## src/rtl/fwd_hazard_unit.sv

```systemverilog
// fwd_hazard_unit: forwarding-mux selects for EX operands and load-use stall for ID
// Tracks destination tags of instructions past EX in an internal shift pipe, so the
// datapath only supplies EX/ID fields.
// Ports:
//   clk, rst_n    clock (rising edge) and synchronous active-low reset
//   ex_valid      EX holds a real instruction (0 = bubble)
//   ex_reg_write  EX instruction writes rd
//   ex_is_load    EX instruction is a load
//   ex_rd         EX destination register
//   ex_src        EX source registers, operand i at [i*REG_AW +: REG_AW]
//   id_src        ID source registers, same packing
//   id_src_used   ID operand i reads a register
//   flush         kill the ID and EX instructions this cycle
//   forward_sel   per EX operand: 0 = regfile, k = tag entry k
//   stall         hold PC/ID; datapath inserts an EX bubble
//   hazard_err    sticky: an EX operand consumed a load result before it was forwardable
//   fwd_count     saturating count of cycles with any forwarding
//   stall_count   saturating count of stall cycles
module fwd_hazard_unit #(
    parameter int REG_AW    = 5,
    parameter int NUM_SRC   = 2,
    parameter int FWD_DEPTH = 2,
    parameter int LOAD_LAT  = 2,
    parameter int SEL_W     = $clog2(FWD_DEPTH + 1),
    parameter int CNT_W     = 16
) (
    input  logic                      clk,
    input  logic                      rst_n,
    input  logic                      ex_valid,
    input  logic                      ex_reg_write,
    input  logic                      ex_is_load,
    input  logic [REG_AW-1:0]         ex_rd,
    input  logic [NUM_SRC*REG_AW-1:0] ex_src,
    input  logic [NUM_SRC*REG_AW-1:0] id_src,
    input  logic [NUM_SRC-1:0]        id_src_used,
    input  logic                      flush,
    output logic [NUM_SRC*SEL_W-1:0]  forward_sel,
    output logic                      stall,
    output logic                      hazard_err,
    output logic [CNT_W-1:0]          fwd_count,
    output logic [CNT_W-1:0]          stall_count
);
    logic [FWD_DEPTH:1]  tag_v;
    logic [FWD_DEPTH:1]  tag_ld;
    logic [REG_AW-1:0]   tag_rd [1:FWD_DEPTH];
    logic [NUM_SRC-1:0]  sel_ld_early;
    logic [NUM_SRC-1:0]  id_hit_early;
    logic                fwd_any;
    logic                err_any;

    // Scan oldest to youngest so the youngest matching producer overwrites.
    always_comb begin
        forward_sel  = '0;
        sel_ld_early = '0;
        for (int i = 0; i < NUM_SRC; i++) begin
            for (int k = FWD_DEPTH; k >= 1; k--) begin
                if (ex_valid && tag_v[k] && tag_rd[k] == ex_src[i*REG_AW +: REG_AW]) begin
                    forward_sel[i*SEL_W +: SEL_W] = SEL_W'(k);
                    sel_ld_early[i] = tag_ld[k] && (k < LOAD_LAT);
                end
            end
        end
    end

    // ID producer search: entry k sits at position k+1, EX (position 1) is youngest.
    always_comb begin
        id_hit_early = '0;
        for (int i = 0; i < NUM_SRC; i++) begin
            for (int k = FWD_DEPTH; k >= 1; k--) begin
                if (tag_v[k] && tag_rd[k] == id_src[i*REG_AW +: REG_AW])
                    id_hit_early[i] = tag_ld[k] && (k + 1 < LOAD_LAT);
            end
            if (ex_valid && ex_reg_write && ex_rd == id_src[i*REG_AW +: REG_AW])
                id_hit_early[i] = ex_is_load && (LOAD_LAT > 1);
            if (!id_src_used[i] || id_src[i*REG_AW +: REG_AW] == '0)
                id_hit_early[i] = 1'b0;
        end
    end

    assign stall   = |id_hit_early && !flush;
    assign fwd_any = |forward_sel;
    assign err_any = |sel_ld_early;

    // r0 writers and flushed instructions enter invalid, so they can never match.
    always_ff @(posedge clk) begin
        if (!rst_n) begin
            tag_v       <= '0;
            hazard_err  <= 1'b0;
            fwd_count   <= '0;
            stall_count <= '0;
        end else begin
            tag_v[1] <= ex_valid && ex_reg_write && ex_rd != '0 && !flush;
            for (int k = 2; k <= FWD_DEPTH; k++)
                tag_v[k] <= tag_v[k-1];
            hazard_err <= hazard_err || err_any;
            if (fwd_any && !(&fwd_count))
                fwd_count <= fwd_count + 1'b1;
            if (stall && !(&stall_count))
                stall_count <= stall_count + 1'b1;
        end
    end

    always_ff @(posedge clk) begin
        tag_rd[1] <= ex_rd;
        tag_ld[1] <= ex_is_load;
        for (int k = 2; k <= FWD_DEPTH; k++) begin
            tag_rd[k] <= tag_rd[k-1];
            tag_ld[k] <= tag_ld[k-1];
        end
    end
endmodule

```

## config.mk

```make
export PLATFORM = sky130hd
export DESIGN_NAME = fwd_hazard_unit
export DESIGN_NICKNAME = d
export VERILOG_FILES = /design/src/rtl/fwd_hazard_unit.sv
export SDC_FILE = /design/constraint.sdc
export NUM_CORES = 1
export LEC_CHECK = 0
export BUFFER_PORTS_ARGS = -buffer_cell sky130_fd_sc_hd__clkbuf_2
export CORE_MARGIN = 2
export CORE_UTILIZATION = 30
export DETAILED_ROUTE_END_ITERATION = 16
export GPL_TIMING_DRIVEN = 0
export PLACE_DENSITY = 0.57
export REMOVE_ABC_BUFFERS = 1
export SETUP_SLACK_MARGIN = 0.3
export SLEW_MARGIN = 30
export SYNTH_ARGS = -nofsm -noshare
export SYNTH_HDL_FRONTEND = slang
export SYNTH_SLANG_ARGS = --single-unit
export TNS_END_PERCENT = 20
```

## constraint.sdc

```tcl
create_clock -name clk -period 2.12 [get_ports clk]
set_clock_uncertainty 0.05 [all_clocks]
set_input_delay 0.212 -clock clk [delete_from_list [all_inputs] [get_ports clk]]
set_output_delay 0.212 -clock clk [all_outputs]
set_load 0.005 [all_outputs]
```

== After elaboration in Yosys (flattened, before gate mapping) ==
Memories as Yosys holds them, arrays and structs flattened.
Index checks and enable logic that the tools add are counted.
Operators by class
  add/subtract/negate cells: 2
  equality and inequality tests: 6
  multiplexer cells: 10
  reduce and logical (&&, ||, !) cells: 30
Operators by type and width (count)
  $add A16 B1 Y16 const B: 2
  $reduce_and A16 Y1: 2
  $eq A5 B5 Y1: 6
  $logic_and A1 B1 Y1: 14
  $logic_not A5 Y1: 2
  $mux W2: 4
  $mux W1: 6
  $logic_not A1 Y1: 5
  $reduce_bool A5 Y1: 1
  $reduce_or A2 Y1: 2
  $reduce_or A4 Y1: 1
  $logic_or A1 B1 Y1: 3
Storage, ports and cells
  register bits after elaboration: 36
  bits in writable memories: 10
  input port bits: 33
  output and inout bits: 38
  memories: 1
Memory list
  tag_rd: depth 2, bits a word 5, read ports 2, clocked after Yosys merged registers in 0, write ports 2, line 45  | logic [REG_AW-1:0] tag_rd [1:FWD_DEPTH];

== Logic depth before layout (Yosys ltp) ==
  word-level depth: 7
  mapped depth: 9
  mapped depth without buffers: 7

== Worst setup path after synthesis ==
No wires, ideal clock.
  path kind: register to register
  start point: register fwd_count[0]
  end point: register fwd_count[0]
  library setup time: 0.125 ns
  data arrival time: 1.876 ns
  required time: 1.945 ns
  slack: 0.069 ns
  stages on the path, launching flop included: 9
  clock period less this slack: 2.051 ns
  path through: dfxtp_1 ha_1 and3_1 nand4_1 or3_1 clkbuf_1 buf_2 nor2b_1 mux2i_1
Between the ends
  longest elaborated chain between the ends: 3
  elaborated cells between the ends (all ways): 4
  classes of those cells: add/sub: 1; reduce/logical: 3
RTL lines
  start, declared: line 40  | output logic [CNT_W-1:0] fwd_count,
  start signal, assigned: line 97  | fwd_count <= fwd_count + 1'b1;
  parallel branches: the longest is 3 deep, another holds $add A16 B1 Y16
Several ways; the timed one is not identified.
A chain may end at the register's enable or synchronous reset.

== Worst setup path in the final report ==
  start point: register stall_count[1]
  end point: register stall_count[5]
Between the ends
  longest elaborated chain between the ends: 3
  elaborated cells between the ends (all ways): 4
  classes of those cells: add/sub: 1; reduce/logical: 3
RTL lines
  start, declared: line 41  | output logic [CNT_W-1:0] stall_count
  start signal, assigned: line 99  | stall_count <= stall_count + 1'b1;
  parallel branches: the longest is 3 deep, another holds $add A16 B1 Y16
Several ways; the timed one is not identified.

==> results.py <==
metrics = {
    "cts": {
        "cts_root_buffer": "clkbuf_8",
        "htree_levels": 2,
        "path_clk_slew_ns": 0.09,
        "cts-buffers-inserted": 5,
        "clock_sinks": 46,
        "clockBufferDepth": 2,
        "clk-insertion-delay-late_ns": 0.29,
        "cts_tree": "built",
    },
    "timing": {
        "hold_slack_ns": 0.0460,
        "maxSlewViolCount": 0,
        "setup_viol": 0,
        "fmax_ghz": 0.506,
        "finalWorstPathRequiredPeriod_ns": 1.98,
        "setup_tns_ns": 0,
        "worst_slew_pin_slew_ns": 0.887,
        "fin_ws_ns": 0.143,
        "rsz0062_at_grt": "true",
        "slew_headroom_pct": 40.5,
        "min_period_over_period_pct": 93.2,
        "hold_viol_final": 0,
    },
    "final_layout": {
        "areaGrowthSynthToFinish_pct": 44.2,
        "nets": 409,
        "antennaDiodeCount": 0,
        "multi_input_area_um2": 1590,
        "drive_above_1_share_pct": 44.0,
        "num-fill-cells": 779,
        "seq_area_um2": 961,
    },
    "logic_synthesis": {
        "post_synth_num_cell_types": 41,
        "synth_seq_cells": 46,
        "synthFlopType": "dfxtp_1",
        "synth.avg_cell_area_um2": 8.89,
        "yosysTopAreaCell": "dfxtp_1",
        "synthCells": 268,
        "synthTopCellsByArea": "dfxtp_1 (39%), xnor2_1 (8.5%), a21oi_1 (5.0%)",
        "netlist_area_um2": 2380,
        "synth_edf_count": 0,
        "synth_most_common_cell": "dfxtp_1",
        "synth_top_area_share_pct": 38.6,
        "async_reset_ff_share_pct": 0,
        "yosys_warnings": 0,
        "ys_seq_area_share_pct": 38.6,
        "synth_common_cells": "dfxtp_1 (46), a21oi_1 (24), xnor2_1 (23)",
    },
    "critical_path": {
        "cp_data_arrival_time_ns": 2.13,
        "cp-start-kind": "flip-flop",
        "critPathCaptureType": "flip-flop",
        "worst-path-max-fanout": 6,
        "crit_type": "reg -> reg",
        "crit_required_ns": 2.27,
    },
    "drt": {
        "wl_um": 6950,
        "dr.pass1.iters": 4,
        "drc": 0,
        "drt-initial-drc-count": 65,
        "postRouteAntennaNets": 0,
        "vias_per_cell": 5.07,
        "via_count": 2419,
        "drt-wirelength-per-cell_um": 14.6,
    },
    "floorplan": {
        "ios": 71,
        "core_area_um2": 7730,
        "start_util_pct": 30.8,
        "die_area_um2": 8670,
        "die_width_um": 93.1,
        "num_rows": 32,
        "fp.dieH_um": 93.1,
    },
    "grt": {
        "grt_pass1_vias": 2332,
        "antenna_found_initial": 0,
        "grt_pass1_wl_um": 11000,
        "grt_start_max_net_pins": 28,
        "grt_remaining_overflow": 0,
        "grtUsageTotal_pct": 15.7,
    },
    "pwr": {
        "power.leakage_uw": 0.00131,
        "peakVddDrop_mv": 0.259,
        "power.density_nw_per_um2": 454,
    },
    "outcome": {
        "status": "completed",
    },
    "flow_run": {
        "drv_cap": 0,
    },
    "place": {
        "io_buffer_count": 70,
        "place_congestion": 0.791,
        "dp_hpwl_um": 4290,
        "place_ws_ns": -0.151,
    },
    "worst_hold_path": {
        "hold_class": "in -> reg",
    },
}
metrics by stage:
stage	util, %	cell area (um2)	total power (uW)	std cells
after floorplan	-	2330	973	259
after global placement	36.4	2810	1040	431
after detailed placement	36.5	2820	1040	432
after CTS	42.9	3320	1580	474
after global routing	44.5	3440	1630	477
final	44.5	3440	1560	477
sequential cells by signal, indices dropped and copies added, names as in the netlist:
register	cells
tag_v	2
stall_count	16
hazard_err	1
tag_rd	10
fwd_count	16
tag_ld	1
worst max-delay path, cell delays in order (launching register included):
cell and delay, ns:
dfxtp_4 0.37, ha_4 0.16, nand3_4 0.08, nor4_4 0.37
buf_4 0.19, nor3_4 0.04, buf_12 0.14, nor2_4 0.15
buf_4 0.13, o31ai_1 0.06, a21oi_1 0.15
cells by family (layout without fill, tap and decap cells):
kind of cell               Yosys count  in the layout  synth area share, %
xor gates and xnor gates            30             30                 11.0
muxes                                6              6                 2.52
and+or+nand+nor                    114            118                 29.6
adders and majority gates            2              2                 1.05
DFF                                 46             46                 38.6
AOI/OAI and AO/OA                   55             55                 14.2
buffers and inverters               15            118                 3.04
per-layer routing:
metal	wire length (um)	vias to the layer above	global-route usage (%)
met5	0	-	0
met4	56	0	4.90
met3	230	7	3.06
met2	3540	45	27.1
met1	3120	1160	19.8
li1	-	1207	-
layout by cell type (no fill, tap or decap), types with 2 or more instances in the layout:
master / n
clkbuf_2: 70
buf_4: 27
dfxtp_1: 26
xnor2_1: 23
a21oi_1: 22
nand2_1: 19
or3_1: 16
nand4_1: 14
nand3_1: 14
dfxtp_2: 14
o21ai_0: 12
nor2_1: 9
or4_1: 8
mux2i_1: 6
o31ai_1: 6
o21ai_1: 6
dfxtp_4: 6
xor2_1: 5
inv_1: 5
clkbuf_8: 5
nand2b_1: 4
buf_6: 4
nor3_4: 3
nor4b_4: 3
nor2_4: 3
xor2_2: 2
nor3_1: 2
nor2_2: 2
or3_4: 2
a21oi_2: 2
nor3_2: 2
buf_12: 2
cell type report:
| cell class | instances | share of cell area [%] |
|---|---|---|
| flip-flops and latches | 46 | 28.0 |
| clock buffers | 6 | 2.11 |
| inverters | 6 | 0.655 |
| repair buffers | 104 | 18.9 |
| multi-input cells | 211 | 46.3 |
| well taps | 102 | 3.71 |
| clock inverters | 2 | 0.400 |
report_power, final:
| group | total [uW] | internal [uW] | leakage, uW | switching (uW) |
|---|---|---|---|---|
| Clock | 537 | 233 | 0.0000452 | 304 |
| Sequential | 880 | 868 | 0.000385 | 11.9 |
| Combinational | 144 | 67.7 | 0.000881 | 76.1 |
worst paths after layout:
check	start	end	slack, ns	depth (start not counted)
setup / recovery	stall_count[1]	stall_count[5]	0.14	10
setup reg to reg	stall_count[1]	stall_count[5]	0.14	10
hold / removal	ex_rd[1]	tag_rd[1][1]	0.05	1
hold reg to reg	tag_rd[1][3]	tag_rd[2][3]	0.35	0
repair_timing:
action / in CTS / in global routing
gates cloned: 6 / 0
endpoints found under the setup margin: 34 / 36
pin swaps: 26 / 17
gates resized for setup: 37 / 25
hold endpoints to repair: 1 / 0
hold buffers: 1 / 0
buffers inserted: 27 / 3
(Power assumes the default switching activity.)
